**config.mk**
```make
export PLATFORM = sky130hd
export DESIGN_NAME = reaction_timer_core
export DESIGN_NICKNAME = d
export VERILOG_FILES = /design/src/rtl/reaction_timer_core.sv
export SDC_FILE = /design/constraint.sdc
export NUM_CORES = 1
export LEC_CHECK = 0
export CAP_MARGIN = 20
export CELL_PAD_IN_SITES_DETAIL_PLACEMENT = 0
export CELL_PAD_IN_SITES_GLOBAL_PLACEMENT = 1
export CORE_MARGIN = 8
export CORE_UTILIZATION = 51
export DETAILED_ROUTE_END_ITERATION = 12
export PLACE_DENSITY = 0.84
export SYNTH_ARGS = -nofsm -noshare
export SYNTH_HDL_FRONTEND = slang
export SYNTH_SLANG_ARGS = --single-unit
```
**constraint.sdc**
```tcl
create_clock -name clk -period 8.6 [get_ports clk]
set_input_delay 1.72 -clock clk [delete_from_list [all_inputs] [get_ports clk]]
set_output_delay 1.72 -clock clk [all_outputs]
set_load 0.01 [all_outputs]
```
**src/rtl/reaction_timer_core.sv**
```systemverilog
// reaction_timer_core: reaction-time game controller, one round per debounced button press.
//
// A press in IDLE or DONE starts a round. The round waits a pseudo-random number of
// milliseconds, lights the GO LED, and measures whole milliseconds until the next press.
// A press during the wait is a false start. Reaching TIMEOUT_MS in GO is a timeout.
//
// Ports:
//   clk           in   system clock
//   reset_n       in   asynchronous active-low reset
//   button_in     in   debounced button level, synchronous to clk
//   led_go        out  high while in GO
//   busy          out  high in WAIT_DELAY or GO
//   result_ms     out  last reaction time in ms, held until the next result
//   result_valid  out  1-cycle pulse when a genuine reaction updates result_ms
//   false_start   out  1-cycle pulse on a press during WAIT_DELAY
//   timeout       out  1-cycle pulse when GO reaches TIMEOUT_MS
//
// Optional build macro REACTION_BEST_TIME_EN adds:
//   best_ms       out  best reaction so far (all ones = no best yet)
//   new_best      out  1-cycle pulse, coincident with result_valid, when best_ms improves
module reaction_timer_core #(
    parameter int TICKS_PER_MS = 100000,
    parameter int MIN_DELAY_MS = 1000,
    parameter int RAND_BITS    = 11,
    parameter int TIMEOUT_MS   = 9999,
    parameter int TIME_W       = 14
) (
    input  logic              clk,
    input  logic              reset_n,
    input  logic              button_in,
    output logic              led_go,
    output logic              busy,
    output logic [TIME_W-1:0] result_ms,
    output logic              result_valid,
    output logic              false_start,
    output logic              timeout
`ifdef REACTION_BEST_TIME_EN
    ,
    output logic [TIME_W-1:0] best_ms,
    output logic              new_best
`endif
);

    localparam int TICK_W = (TICKS_PER_MS > 1) ? $clog2(TICKS_PER_MS) : 1;

    typedef enum logic [1:0] {IDLE, WAIT_DELAY, GO, DONE} state_t;

    state_t              state_q, state_d;
    logic [15:0]         lfsr_q, lfsr_d;
    logic [TICK_W-1:0]   tick_cnt_q, tick_cnt_d;
    logic [TIME_W-1:0]   ms_cnt_q, ms_cnt_d;
    logic [TIME_W-1:0]   delay_q, delay_d;
    logic [TIME_W-1:0]   result_q, result_d;
    logic                btn_prev_q;
    logic                armed_q;
    logic                led_go_q, busy_q;
    logic                result_valid_q, result_valid_d;
    logic                false_start_q, false_start_d;
    logic                timeout_q, timeout_d;

    logic                press;
    logic                tick;
    logic                entry;
    logic [TIME_W-1:0]   ms_inc;
    logic [TIME_W-1:0]   new_delay;

    // armed_q blocks the first cycle after reset so a level held through reset
    // is seen as already-pressed rather than as a fresh edge.
    assign press     = button_in & ~btn_prev_q & armed_q;
    assign tick      = tick_cnt_q == TICK_W'(TICKS_PER_MS - 1);
    assign ms_inc    = ms_cnt_q + TIME_W'(1);
    assign new_delay = TIME_W'(MIN_DELAY_MS) + TIME_W'(lfsr_q[RAND_BITS-1:0]);
    assign entry     = state_d != state_q;

    // Galois form of x^16+x^14+x^13+x^11+1 (shift right, feedback mask 0xB400).
    assign lfsr_d = {1'b0, lfsr_q[15:1]} ^ (lfsr_q[0] ? 16'hB400 : 16'h0000);

    always_comb begin
        state_d        = state_q;
        delay_d        = delay_q;
        result_d       = result_q;
        result_valid_d = 1'b0;
        false_start_d  = 1'b0;
        timeout_d      = 1'b0;
        unique case (state_q)
            IDLE, DONE: begin
                if (press) begin
                    state_d = WAIT_DELAY;
                    delay_d = new_delay;
                end
            end
            WAIT_DELAY: begin
                if (press) begin
                    state_d       = IDLE;
                    false_start_d = 1'b1;
                end else if (tick && ms_inc == delay_q) begin
                    state_d = GO;
                end
            end
            GO: begin
                if (press) begin
                    state_d        = DONE;
                    result_d       = ms_cnt_q;
                    result_valid_d = 1'b1;
                end else if (tick && ms_inc == TIME_W'(TIMEOUT_MS)) begin
                    state_d   = DONE;
                    result_d  = TIME_W'(TIMEOUT_MS);
                    timeout_d = 1'b1;
                end
            end
            default: state_d = IDLE;
        endcase
    end

    // Both counters restart on state entry so the first tick lands exactly
    // TICKS_PER_MS cycles after the entry edge.
    always_comb begin
        tick_cnt_d = (entry || tick) ? '0 : tick_cnt_q + TICK_W'(1);
        ms_cnt_d   = ms_cnt_q;
        if (entry && (state_d == WAIT_DELAY || state_d == GO)) begin
            ms_cnt_d = '0;
        end else if (tick && ms_cnt_q != {TIME_W{1'b1}}) begin
            ms_cnt_d = ms_inc;
        end
    end

    always_ff @(posedge clk or negedge reset_n) begin
        if (!reset_n) begin
            state_q        <= IDLE;
            lfsr_q         <= 16'hACE1;
            tick_cnt_q     <= '0;
            ms_cnt_q       <= '0;
            delay_q        <= '0;
            result_q       <= '0;
            btn_prev_q     <= 1'b0;
            armed_q        <= 1'b0;
            led_go_q       <= 1'b0;
            busy_q         <= 1'b0;
            result_valid_q <= 1'b0;
            false_start_q  <= 1'b0;
            timeout_q      <= 1'b0;
        end else begin
            state_q        <= state_d;
            lfsr_q         <= lfsr_d;
            tick_cnt_q     <= tick_cnt_d;
            ms_cnt_q       <= ms_cnt_d;
            delay_q        <= delay_d;
            result_q       <= result_d;
            btn_prev_q     <= button_in;
            armed_q        <= 1'b1;
            led_go_q       <= state_d == GO;
            busy_q         <= state_d == WAIT_DELAY || state_d == GO;
            result_valid_q <= result_valid_d;
            false_start_q  <= false_start_d;
            timeout_q      <= timeout_d;
        end
    end

    assign led_go       = led_go_q;
    assign busy         = busy_q;
    assign result_ms    = result_q;
    assign result_valid = result_valid_q;
    assign false_start  = false_start_q;
    assign timeout      = timeout_q;

`ifdef REACTION_BEST_TIME_EN
    logic [TIME_W-1:0] best_q, best_d;
    logic              new_best_q, new_best_d;

    always_comb begin
        best_d     = best_q;
        new_best_d = 1'b0;
        if (result_valid_d && result_d < best_q) begin
            best_d     = result_d;
            new_best_d = 1'b1;
        end
    end

    always_ff @(posedge clk or negedge reset_n) begin
        if (!reset_n) begin
            best_q     <= {TIME_W{1'b1}};
            new_best_q <= 1'b0;
        end else begin
            best_q     <= best_d;
            new_best_q <= new_best_d;
        end
    end

    assign best_ms  = best_q;
    assign new_best = new_best_q;
`endif

endmodule
```
== Yosys cells after proc, flatten, opt, wreduce, memory -nomap -nowiden ==
Cells that the tools add are included.

* Logic and storage cells: 60
* Bits of input ports: 3
* Output and inout bits: 19
* Bits in registers: 84

* $add $sub $neg: 3
* Bitwise logic cells: 4
* Reduce and logical (&&, ||, !) cells: 12
* Equal/unequal tests: 10
* Multiplexer cells: 18

{| class="wikitable"
|+ Operators by type and width
! cell !! number
|-
| 2-to-1 mux 14 bit || 4
|-
| adder 17 x 1 -> 17 bit, second input constant || 1
|-
| equality test 17 bit, second input constant || 1
|-
| 2-to-1 mux 17 bit || 1
|-
| 2-to-1 mux 16 bit || 1
|-
| bitwise XOR 15 x 16 -> 16 bit || 1
|-
| adder 14 x 1 -> 14 bit, second input constant || 1
|-
| equality test 14 bit || 1
|-
| equality test 14 bit, second input constant || 1
|-
| != test 14 bit, second input constant || 1
|-
| adder 10 x 11 -> 12 bit, first input constant || 1
|-
| 2-to-1 mux 2 bit || 5
|-
| equality test 2 bit, second input constant || 3
|-
| 2-to-1 mux 1 bit || 6
|-
| case mux 2 bit (3 select lines) || 1
|-
| equality test 2 x 1 -> 1 bit, second input constant || 2
|-
| logical AND 1 bit || 4
|-
| AND reduction 2 bit || 2
|-
| nonzero test 2 bit || 2
|-
| bitwise AND 1 bit || 2
|-
| zero test 2 bit || 1
|-
| logical OR 1 bit || 2
|-
| != test 2 bit || 1
|-
| OR reduction 2 bit || 1
|-
| inverter 1 bit || 1
|}

== Depth between registers and ports, before layout ==
Gate-level depths: netlist of run 1.

* Depth in word-level cells: 10
* Mapped depth: 13
* Depth with buffers taken out: 11

== Worst setup path after synthesis of run 1 ==
No wires, ideal clock.

* Path type: reg-to-reg
* Start: reg ms_cnt_q[1]
* End: reg ms_cnt_q[13]
* Cell stages (with the launch flop): 12
* Arrival: 3092 ps
* Path slack: 5389 ps
* Required time: 8480 ps
* Library setup time: 120 ps
* Path buffers: 1
* Path through: dfrtp_1 -> ha_1 -> nand4_1 -> or4_1 -> a2111o_1 -> a2111oi_2 -> and4_1 -> a41o_1 -> ha_1 -> a211oi_4 -> buf_6 -> nor2_1

* Longest elaborated chain between the ends: 10

{| class="wikitable"
|+ RTL lines
! what !! RTL line !! source
|-
| start: declaration || 51 || <nowiki>logic [TIME_W-1:0] ms_cnt_q, ms_cnt_d;</nowiki>
|-
| start signal: assignment || 146 || <nowiki>ms_cnt_q <= ms_cnt_d;</nowiki>
|-
| adder 14 x 1 -> 14 bit (*) || 71 || <nowiki>assign ms_inc = ms_cnt_q + TIME_W'(1);</nowiki>
|-
| equality test 14 bit, on equally long branches || 105, 96 ||
|-
| logical AND 1 bit, on equally long branches || 105, 96 ||
|-
| 2-to-1 mux 2 bit, on equally long branches || 105, 96 ||
|-
| 2-to-1 mux 2 bit, on equally long branches || 101, 93 ||
|-
| case mux 2 bit (3 select lines) (*) || 85 || <nowiki>unique case (state_q)</nowiki>
|-
| via state_d[1] || 48 || <nowiki>state_t state_q, state_d;</nowiki>
|-
| equality test 2 x 1 -> 1 bit or equality test 2 bit (tied branches) || 120 || <nowiki>if (entry && (state_d == WAIT_DELAY || state_d == GO)) begin</nowiki>
|-
| logical OR 1 bit || 120 ||
|-
| logical AND 1 bit (*) || 120 ||
|-
| 2-to-1 mux 14 bit or nonzero test 2 bit (tied branches) || - ||
|}

Mark *: on every way through the listed nets, which the timed path passes. The rest lies on a longest branch. The select of a mux whose other input is x is not followed.
A chain may end at the register's enable or synchronous reset.

== Final worst setup path of run 1 ==
* Start: reg ms_cnt_q[1]
* End: reg ms_cnt_q[1]

Same word-level chain as after synthesis.

==> run metrics, run 1 <==
FF+latch count, synth=82; Layout Cells excl Fill=538; HP Class=reg -> reg; CTS tree=done; GR Overflow Total=0; CP Capture Type=flop; critical path required time=8.80 ns; Main synth FF type=dfrtp_1; Vias=3,038; unrepaired setup endpoints after global routing=false; CTS buffer count=9; setup TNS=0 ns; Mean Syn Cell Area=a little over 10 um2; first-pass iteration count of the detailed router=4; run status=complete, no violations; clock input transition at the sequential cells of the worst setup and hold paths=0.08 ns; final net count=438; CTS resizes=0; vias per cell=5.65; crit start category=flop; # diodes=0; largest net degree at the start of global routing=83; first-pass GRT wire length=14,600 um; crit-path cells=ha_1 > nand4_1 > or4_1 > a2111o_1 > a2111oi_2 > and4_1 > a41o_1 > ha_1 > a211oi_4 > nor2_1; dpl hpwl=5880 um; post-synth net total=424; wire per inst=between 15 and 20 um; crit path max fanout=14; Detailed Route WL=between 8000 and 9000 um; area share of the largest cell type after synthesis=between 40% and 50%; I/O pin count=22; cell taking the most area after synthesis=dfrtp_1; Power Density=306 mW/mm2; Final Worst Setup Slack=4.46 ns; initial core utilization=just over 50%; CTS Hold Bufs=0; gr usage total=approximately 16%; Fmax achieved=241 MHz; slew margin rel.=a little under half; DRC viols=0; H-tree depth=3; register area share after synthesis=about half; most frequent cell after synthesis=dfrtp_1; Area contributors post-synth=dfrtp_1 44%, xnor2_1 6.3%, dfstp_2 5.0%; initial antenna violation count=0; Iteration-0 DRC Markers=115; area grow syn2layout=12.2%; Final ANT Viol Nets=0; # clock sinks=82; DIE AREA=0.0113 mm2; # setup viols final=0; Final Slew Violations=0; most frequent CP cell=ha_1; Hold WS=0.370 ns; hold depth=0; Final Skew=0.0126 ns; Final period util=48.2%; R2R depth=10; GP Congestion=~0.8; Core Region=0.00805 mm2; vias in the first global route=3,002; Buffers on Ports=21; Syn Inst Count=a little over 400; final hold vios=0; Ys Warns=0; layout cells sized above 1=9.47%; worst-case clock buffer depth=2; Place WS=4.48 ns; Setup Buffers After CTS=0; Leakage=1.97 nW; WS Path Type=reg -> reg; max-capacitance violation count=0; clock latency at the later pin of the worst-skew pair=0.35 ns; top post-synthesis cells by count=74 x dfrtp_1, 47 x nor2_1, 32 x nand2_1; Peak VDD IR=0.114 mV; count of different cell masters after synthesis=61; synthesized area=0.00417 mm2; fillers=just over 700; CTS root buf=clkbuf_8; critical path's largest stage delay=about 0.55 ns; cell count after placement=520; Die Span Y=106 um; Die X=106 um; Tightest Pin Transition=roughly 0.79 ns; Period minus WS final=4.14 ns; EDFF count, synth=0; CP max stage cell=a211oi_4; row cnt=33; critical path data arrival time=about 4.4 ns; Async SR Flop Fraction=100%
-- cell usage in the layout, fill, tap and decap left out, types with 4 or more instances in the layout --
cell / n
and3_1: 5
ha_1: 7
xnor2_1: 30
clkdlybuf4s50_1: 20
nor3_1: 16
o22a_1: 7
dfstp_2: 8
o21ai_0: 13
nand2_1: 32
xor2_1: 22
dfrtp_1: 74
inv_1: 14
nor2_1: 47
a21oi_1: 9
nand4_1: 6
mux2_2: 5
nor2b_1: 4
a22o_1: 6
nand3_1: 18
nor4_1: 6
clkbuf_8: 12
-- kinds of logic (layout without fill, tap and decap cells) --
| logic type | Yosys count | count (layout) | synth area share (%) |
|---|---|---|---|
| adder cells (fa/ha/maj) | 7 | 7 | 2.10 |
| XOR/XNOR | 52 | 52 | 10.9 |
| flip-flops | 82 | 82 | 49.5 |
| multiplexers | 5 | 5 | 1.35 |
| AO/OA/AOI/OAI | 74 | 74 | 13.2 |
| AND/OR/NAND/NOR | 158 | 158 | 19.1 |
| other | 1 | 1 | 0.0900 |
| buffers and inverters | 35 | 54 | 3.72 |
-- stage by stage --
stage,total power [W],util [%],instance area [um2]
final,0.00143,58.0,4670
after global routing,0.00153,58.0,4670
after CTS,0.00144,57.6,4640
after floorplan,0.000955,-,4170
after detailed placement,0.00112,54.7,4410
after global placement,0.00111,54.7,4410
-- critical path: cells and delay by family, from the launching register on --
kind                       cells  cell delay (ns)
AOI/OAI and AO/OA              4             1.60
and+or+nand+nor                4             1.13
DFF                            1             0.52
adders and majority gates      2             0.75
-- power by group --
part	switching, W	internal, W	total (W)
registers	0.000146	0.000485	0.000631
logic	0.000243	0.000239	0.000482
clock network	0.000129	0.000188	0.000317
-- cell type report --
cell class              count  area, um2  share of cell area [%]
clock buffers              14        173                    3.69
clock inverters             2       60.1                    1.29
inverters                  15       56.3                    1.20
multi-input cells         297       1950                    41.7
flip-flops and latches     82       2060                    44.1
well taps                 105        131                    2.81
repair buffers             23        243                    5.19
-- worst paths after layout --
check | from | to | slack (ns)
setup / recovery | ms_cnt_q[1]$_DFFE_PN0P_ | ms_cnt_q[1]$_DFFE_PN0P_ | 4.46
hold / removal | lfsr_q[12]$_DFF_PN0_ | lfsr_q[11]$_DFF_PN1_ | 0.37
setup reg to reg | ms_cnt_q[1]$_DFFE_PN0P_ | ms_cnt_q[1]$_DFFE_PN0P_ | 4.46
hold reg to reg | lfsr_q[12]$_DFF_PN0_ | lfsr_q[11]$_DFF_PN1_ | 0.37
max in group asynchronous | reset_n | lfsr_q[11]$_DFF_PN1_ | 6.66
min in group asynchronous | reset_n | ms_cnt_q[3]$_DFFE_PN0P_ | 1.28
-- registers in the layout, summed over array words and instances (netlist names) --
name / count
armed_q: 1
btn_prev_q: 1
busy: 1
delay_q: 12
false_start: 1
led_go: 1
lfsr_q: 16
ms_cnt_q: 14
result_ms: 14
result_valid: 1
state_q: 2
tick_cnt_q: 17
timeout: 1
-- per-layer routing --
| layer | up-vias | GRT usage [%] | wire length (um) |
|---|---|---|---|
| met2 | 68 | 24.0 | 3740 |
| met1 | 1463 | 21.0 | 4040 |
| met3 | 19 | 3.99 | 462 |
| li1 | 1488 | - | - |
| met4 | 0 | 7.94 | 269 |
| met5 | - | 0 | 0 |
No activity file was read; power rests on OpenSTA's default activity.
==> run 2: changes to the inputs <==
--- a/config.mk
+++ b/config.mk
@@ -9,9 +9,9 @@
 export CELL_PAD_IN_SITES_DETAIL_PLACEMENT = 0
 export CELL_PAD_IN_SITES_GLOBAL_PLACEMENT = 1
 export CORE_MARGIN = 8
-export CORE_UTILIZATION = 51
+export CORE_UTILIZATION = 47
 export DETAILED_ROUTE_END_ITERATION = 12
-export PLACE_DENSITY = 0.84
+export PLACE_DENSITY = 0.78
 export SYNTH_ARGS = -nofsm -noshare
 export SYNTH_HDL_FRONTEND = slang
 export SYNTH_SLANG_ARGS = --single-unit
==> constraint.sdc (replaced) <==
create_clock -name clk -period 4.1 [get_ports clk]
set_input_delay 0.82 -clock clk [delete_from_list [all_inputs] [get_ports clk]]
set_output_delay 0.82 -clock clk [all_outputs]
set_load 0.01 [all_outputs]
==> run metrics, run 2 (synthesis results as in run 1) <==
Final Slew Violations=0 (unchanged); DIE AREA=0.0121 mm2 (+7.2%); top flop regs=tick_cnt_q x17, lfsr_q x16; Final ANT Viol Nets=0 (unchanged); initial core utilization=48.0% (-3.7 points); final net count=445 (+1.6%); clock latency at the later pin of the worst-skew pair=0.35 ns (about the same); Fmax achieved=280 MHz (+16%); CTS buffer count=9 (unchanged); max reg flops=17 (unchanged); CP max stage cell=dfrtp_1; Leakage=1.98 nW (+0.26%); r2r endpoint=ms_cnt_q[2]$_DFFE_PN0P_; Tightest Pin Transition=0.792 ns (-0.00109 ns); slew margin rel.=47.2% (+0.073 points); H-tree depth=3 (unchanged); HP Class=reg -> reg; gr usage total=15.5% (-0.44 points); CP Capture Type=flop; Setup Buffers After CTS=0 (unchanged); Detailed Route WL=8840 um (+3.9%); critical path required time=4.33 ns (-4.47 ns); clock input transition at the sequential cells of the worst setup and hold paths=0.08 ns (about the same); CP top delay family=simple AND/OR/NAND/NOR gates; Buffers on Ports=21 (unchanged); area grow syn2layout=12.0%; # clock sinks=82 (unchanged); CTS resizes=0 (unchanged); WS Path Type=reg -> reg; Power Density=620 mW/mm2 (+100%); max-capacitance violation count=0 (unchanged); crit start category=flop; vias per cell=5.60 (-0.87%); Min-Delay Endpoint=lfsr_q[11]$_DFF_PN1_; Die Span Y=110 um (+3.5%); critical path data arrival time=3.80 ns (-0.55 ns); most flop-heavy register=tick_cnt_q; initial antenna violation count=0 (unchanged); layout cells sized above 1=11.2% (+1.7 points); row cnt=34 (+3.0%); Period minus WS final=3.57 ns (-0.572 ns); vias in the first global route=2,919 (-2.8%); hold depth=0 (unchanged); fillers=787 (+9.3%); dpl hpwl=6350 um (+8.0%); GR Overflow Total=0 (unchanged); # setup viols final=0 (unchanged); GP Congestion=0.913 (+18%); Core Region=0.00868 mm2 (+7.8%); Peak VDD IR=0.218 mV (+92%); wire per inst=16.2 um (+2.2%); final hold vios=0 (unchanged); Iteration-0 DRC Markers=116 (+0.87%); critical path's largest stage delay=0.56 ns (about the same); CTS Hold Bufs=0 (unchanged); most frequent cells in the layout=74 x dfrtp_1, 47 x nor2_1, 32 x nand2_1; crit-path cells=nand3_1 > or4_1 > a2111o_1 > a2111oi_2 > and4_1 > a41o_1 > ha_1 > a211oi_4 > buf_4 > nor2_1; R2R depth=10 (unchanged); first-pass iteration count of the detailed router=4 (unchanged); unrepaired setup endpoints after global routing=false; run status=complete, no violations; most common cell after layout, fill and taps aside=dfrtp_1; # diodes=0 (unchanged); Crit path buffers/inverters=1 (+1); I/O pin count=22 (unchanged); CTS root buf=clkbuf_8; largest net degree at the start of global routing=83 (unchanged); crit path max fanout=14 (unchanged); DRC viols=0 (unchanged); first-pass GRT wire length=14,700 um (+0.85%); setup TNS=0 ns (unchanged); Final period util=87.1% (+39 points); hold wc startpoint=lfsr_q[12]$_DFF_PN0_; fin util=53.8% (-4.3 points); CTS tree=done; Reg2Reg Launch Point=ms_cnt_q[9]$_DFFE_PN0P_; r2r setup slk=0.53 ns (-3.93 ns); worst-case clock buffer depth=2 (unchanged); Die X=110 um (+3.5%); Vias=3,062 (+0.79%); Final Skew=0.00900 ns (-0.00361 ns)
==> run 2: cell types whose count changed in the layout (fill, tap and decap cells not counted) <==
cell / delta
clkinv_2: +3
clkbuf_8: -2
bufinv_16: -2
clkinv_4: +1
buf_4: +7
clkinvlp_4: +1
clkbuf_1: -2
==> run 2: cell type report <==
cell class	count	area [um2]	area share (%)
flip-flops and latches	82	2060	44.2
well taps	108	135	2.90
clock buffers	10	138	2.95
clock inverters	5	31.3	0.670
repair buffers	30	295	6.33
multi-input cells	297	1950	41.8
inverters	15	56.3	1.21
==> run 2: worst max-delay path by stage <==
stage	cells past startpoint	to	slack, ns	start
after global routing	10	ms_cnt_q[7]$_DFFE_PN0P_	0.27	ms_cnt_q[9]$_DFFE_PN0P_
after detailed placement	10	ms_cnt_q[2]$_DFFE_PN0P_	0.54	ms_cnt_q[9]$_DFFE_PN0P_
final	10	ms_cnt_q[2]$_DFFE_PN0P_	0.53	ms_cnt_q[9]$_DFFE_PN0P_
after global placement	10	ms_cnt_q[5]$_DFFE_PN0P_	0.62	ms_cnt_q[9]$_DFFE_PN0P_
after CTS	10	ms_cnt_q[2]$_DFFE_PN0P_	0.53	ms_cnt_q[9]$_DFFE_PN0P_
after floorplan	11	ms_cnt_q[13]$_DFFE_PN0P_	0.89	ms_cnt_q[1]$_DFFE_PN0P_
==> run 2: stage by stage <==
step	cell area, um2	hold WS, ns	power, W	worst slack (ns)	instances
6_report	4670	0.355	0.00289	0.528	547
3_3_place_gp	4470	0.337	0.00236	0.624	531
4_1_cts	4640	0.357	0.00291	0.528	546
5_1_grt	4670	0.382	0.00310	0.275	547
2_1_floorplan	4170	0.333	0.00200	0.889	414
3_5_place_dp	4470	0.339	0.00239	0.544	531
==> run 2: routing by layer <==
layer / track usage [%] / up-vias / routed length (um)
met4: 7.71 / 0 / 255
li1: - / 1498 / -
met5: 0 / - / 0
met3: 2.97 / 20 / 410
met1: 20.6 / 1471 / 4200
met2: 23.8 / 73 / 3980
==> run 2: power breakdown <==
| group | leakage, nW | switching (W) | total [W] | internal, W |
|---|---|---|---|---|
| logic | 0.851 | 0.000556 | 0.00108 | 0.000528 |
| clock network | 0.0879 | 0.000286 | 0.000516 | 0.000231 |
| registers | 1.04 | 0.000278 | 0.00130 | 0.00102 |
| total | 1.98 | 0.00112 | 0.00289 | 0.00178 |
==> run 3: changes to the inputs <==
==> constraint.sdc (replaced) <==
create_clock -name clk -period 4 [get_ports clk]
set_input_delay 0.8 -clock clk [delete_from_list [all_inputs] [get_ports clk]]
set_output_delay 0.8 -clock clk [all_outputs]
set_load 0.01 [all_outputs]
==> run metrics, run 3 (synthesis results as in run 1) <==
vias in the first global route=2,964 (+1.5%); Buffers on Ports=21 (unchanged); Leakage=1.98 nW (+0.34%); final net count=446 (+0.22%); GP Congestion=0.896 (-1.9%); clock input transition at the sequential cells of the worst setup and hold paths=0.08 ns (about the same); Die Span Y=110 um (unchanged); H-tree depth=3 (unchanged); CTS buffer count=9 (unchanged); clock latency at the later pin of the worst-skew pair=0.36 ns (about the same); Tot Pwr=0.00303 W (+4.8%); DRC viols=0 (unchanged); WL met2=4110 um (+3.5%); most common cell after layout, fill and taps aside=dfrtp_1; top flop regs=tick_cnt_q x17, lfsr_q x16; CTS resizes=0 (unchanged); run status=complete, no violations; CTS tree=done; fillers=807 (+2.5%); # diodes=0 (unchanged); row cnt=34 (unchanged); worst-case clock buffer depth=2 (unchanged); max reg flops=17 (unchanged); Reg2Reg Launch Point=ms_cnt_q[9]$_DFFE_PN0P_; Critical Path Start=ms_cnt_q[9]$_DFFE_PN0P_; # clock sinks=82 (unchanged); crit path max fanout=14 (unchanged); Core Region=0.00868 mm2 (unchanged); wire length on met1=4250 um (+1.4%); critical path data arrival time=3.94 ns (+0.14 ns); Final Skew=0.0112 ns (+0.00219 ns); Setup Buffers After CTS=0 (unchanged); r2r endpoint=ms_cnt_q[9]$_DFFE_PN0P_; Final ANT Viol Nets=0 (unchanged); most flop-heavy register=tick_cnt_q; vias per cell=5.57 (-0.53%); Fmax achieved=270 MHz (-3.6%); Tightest Pin Transition=0.648 ns (-0.144 ns); R2R depth=10 (unchanged); first-pass iteration count of the detailed router=8 (+4); WS Path Type=reg -> reg; Die X=110 um (unchanged); layout cells sized above 1=11.1% (-0.051 points); HP Class=in -> async; largest net degree at the start of global routing=83 (unchanged); Final Slew Violations=0 (unchanged); dpl hpwl=6310 um (-0.68%); most frequent cells in the layout=74 x dfrtp_1, 47 x nor2_1, 32 x nand2_1; r2r setup slk=0.29 ns (-0.23 ns); CP Capture Type=flop; initial antenna violation count=0 (unchanged); first-pass GRT wire length=15,000 um (+1.7%); Critical Path End=ms_cnt_q[9]$_DFFE_PN0P_; setup TNS=0 ns (unchanged); Peak VDD IR=0.227 mV (+4.5%); I/O pin count=22 (unchanged); DIE AREA=0.0121 mm2 (unchanged); Final period util=92.6% (+5.5 points); crit start category=flop; area grow syn2layout=12.6%; Iteration-0 DRC Markers=149 (+28%); CTS root buf=clkbuf_8; Period minus WS final=3.71 ns (+0.133 ns); max-capacitance violation count=0 (unchanged); metal3 WL=386 um (-5.9%); unrepaired setup endpoints after global routing=false; Vias=3,057 (-0.16%); slew margin rel.=56.4% (+9.2 points); Power Density=647 mW/mm2 (+4.2%); Detailed Route WL=8960 um (+1.4%); wire per inst=16.3 um (+1.0%); CTS Hold Bufs=0 (unchanged); initial core utilization=48.0% (unchanged); DR top layer=met4; GR Overflow Total=0 (unchanged); gr usage total=15.8% (+0.24 points); # setup viols final=0 (unchanged); critical path required time=4.23 ns (-0.10 ns); final hold vios=0 (unchanged)
==> run 3: changes by cell type in the layout (fill, tap and decap cells not counted) <==
cell | previous run | this run
buf_4 | 9 | 10
bufinv_16 | 0 | 1
clkbuf_1 | 0 | 2
clkbuf_8 | 10 | 9
clkinv_2 | 3 | 2
clkinv_4 | 1 | 0
clkinvlp_4 | 1 | 2
==> run 3: critical path, stage by stage (launching register included) <==
cell and delay, ns:
dfrtp_1 0.56, nand3_1 0.30, or4_1 0.56, a2111o_1 0.47
a2111oi_2 0.39, and4_1 0.31, a41o_1 0.24, ha_1 0.28
a211oi_4 0.16, buf_4 0.25, nor2_1 0.07
==> run 3: power by group <==
part	total, W	internal, W	switching (W)
Combinational	0.00112	0.000546	0.000573
Clock	0.000585	0.000287	0.000298
Sequential	0.00133	0.00104	0.000287
==> run 3: how the worst min path moves through the flow <==
stage | start | endpoint | slack, ns | cells after the start
floorplan | lfsr_q[12]$_DFF_PN0_ | lfsr_q[11]$_DFF_PN1_ | 0.33 | 0
global placement | lfsr_q[12]$_DFF_PN0_ | lfsr_q[11]$_DFF_PN1_ | 0.34 | 0
detailed placement | lfsr_q[12]$_DFF_PN0_ | lfsr_q[11]$_DFF_PN1_ | 0.34 | 0
CTS | lfsr_q[12]$_DFF_PN0_ | lfsr_q[11]$_DFF_PN1_ | 0.36 | 0
global route | reset_n | result_ms[4]$_DFFE_PN0P_ | 0.35 | 1
finish | reset_n | result_ms[4]$_DFFE_PN0P_ | 0.34 | 1
==> run 3: metal layers <==
layer | vias to the layer above | global-route usage [%]
met3 | 15 | 3.43
met4 | 0 | 6.76
li1 | 1496 | -
met2 | 64 | 24.4
met1 | 1482 | 20.9
met5 | - | 0
==> run 3: area by class of cell <==
class / count / area (um2) / share of cell area, %
Clock buffer: 11 / 131 / 2.80
Inverter: 15 / 56.3 / 1.20
Clock inverter: 5 / 55.1 / 1.17
Tap cell: 108 / 135 / 2.88
Sequential cell: 82 / 2060 / 44.0
Multi-Input combinational cell: 297 / 1950 / 41.5
Timing Repair Buffer: 31 / 303 / 6.46
==> run 3: through the flow <==
stage	hold slack, ns	instances	instance area [um2]	util, %	setup WS (ns)
CTS	0.364	548	4660	53.7	0.343
global placement	0.338	532	4480	51.6	0.519
finish	0.344	549	4690	54.1	0.295
floorplan	0.333	414	4170	-	0.789
global route	0.347	549	4690	54.1	0.148
detailed placement	0.344	532	4480	51.6	0.362
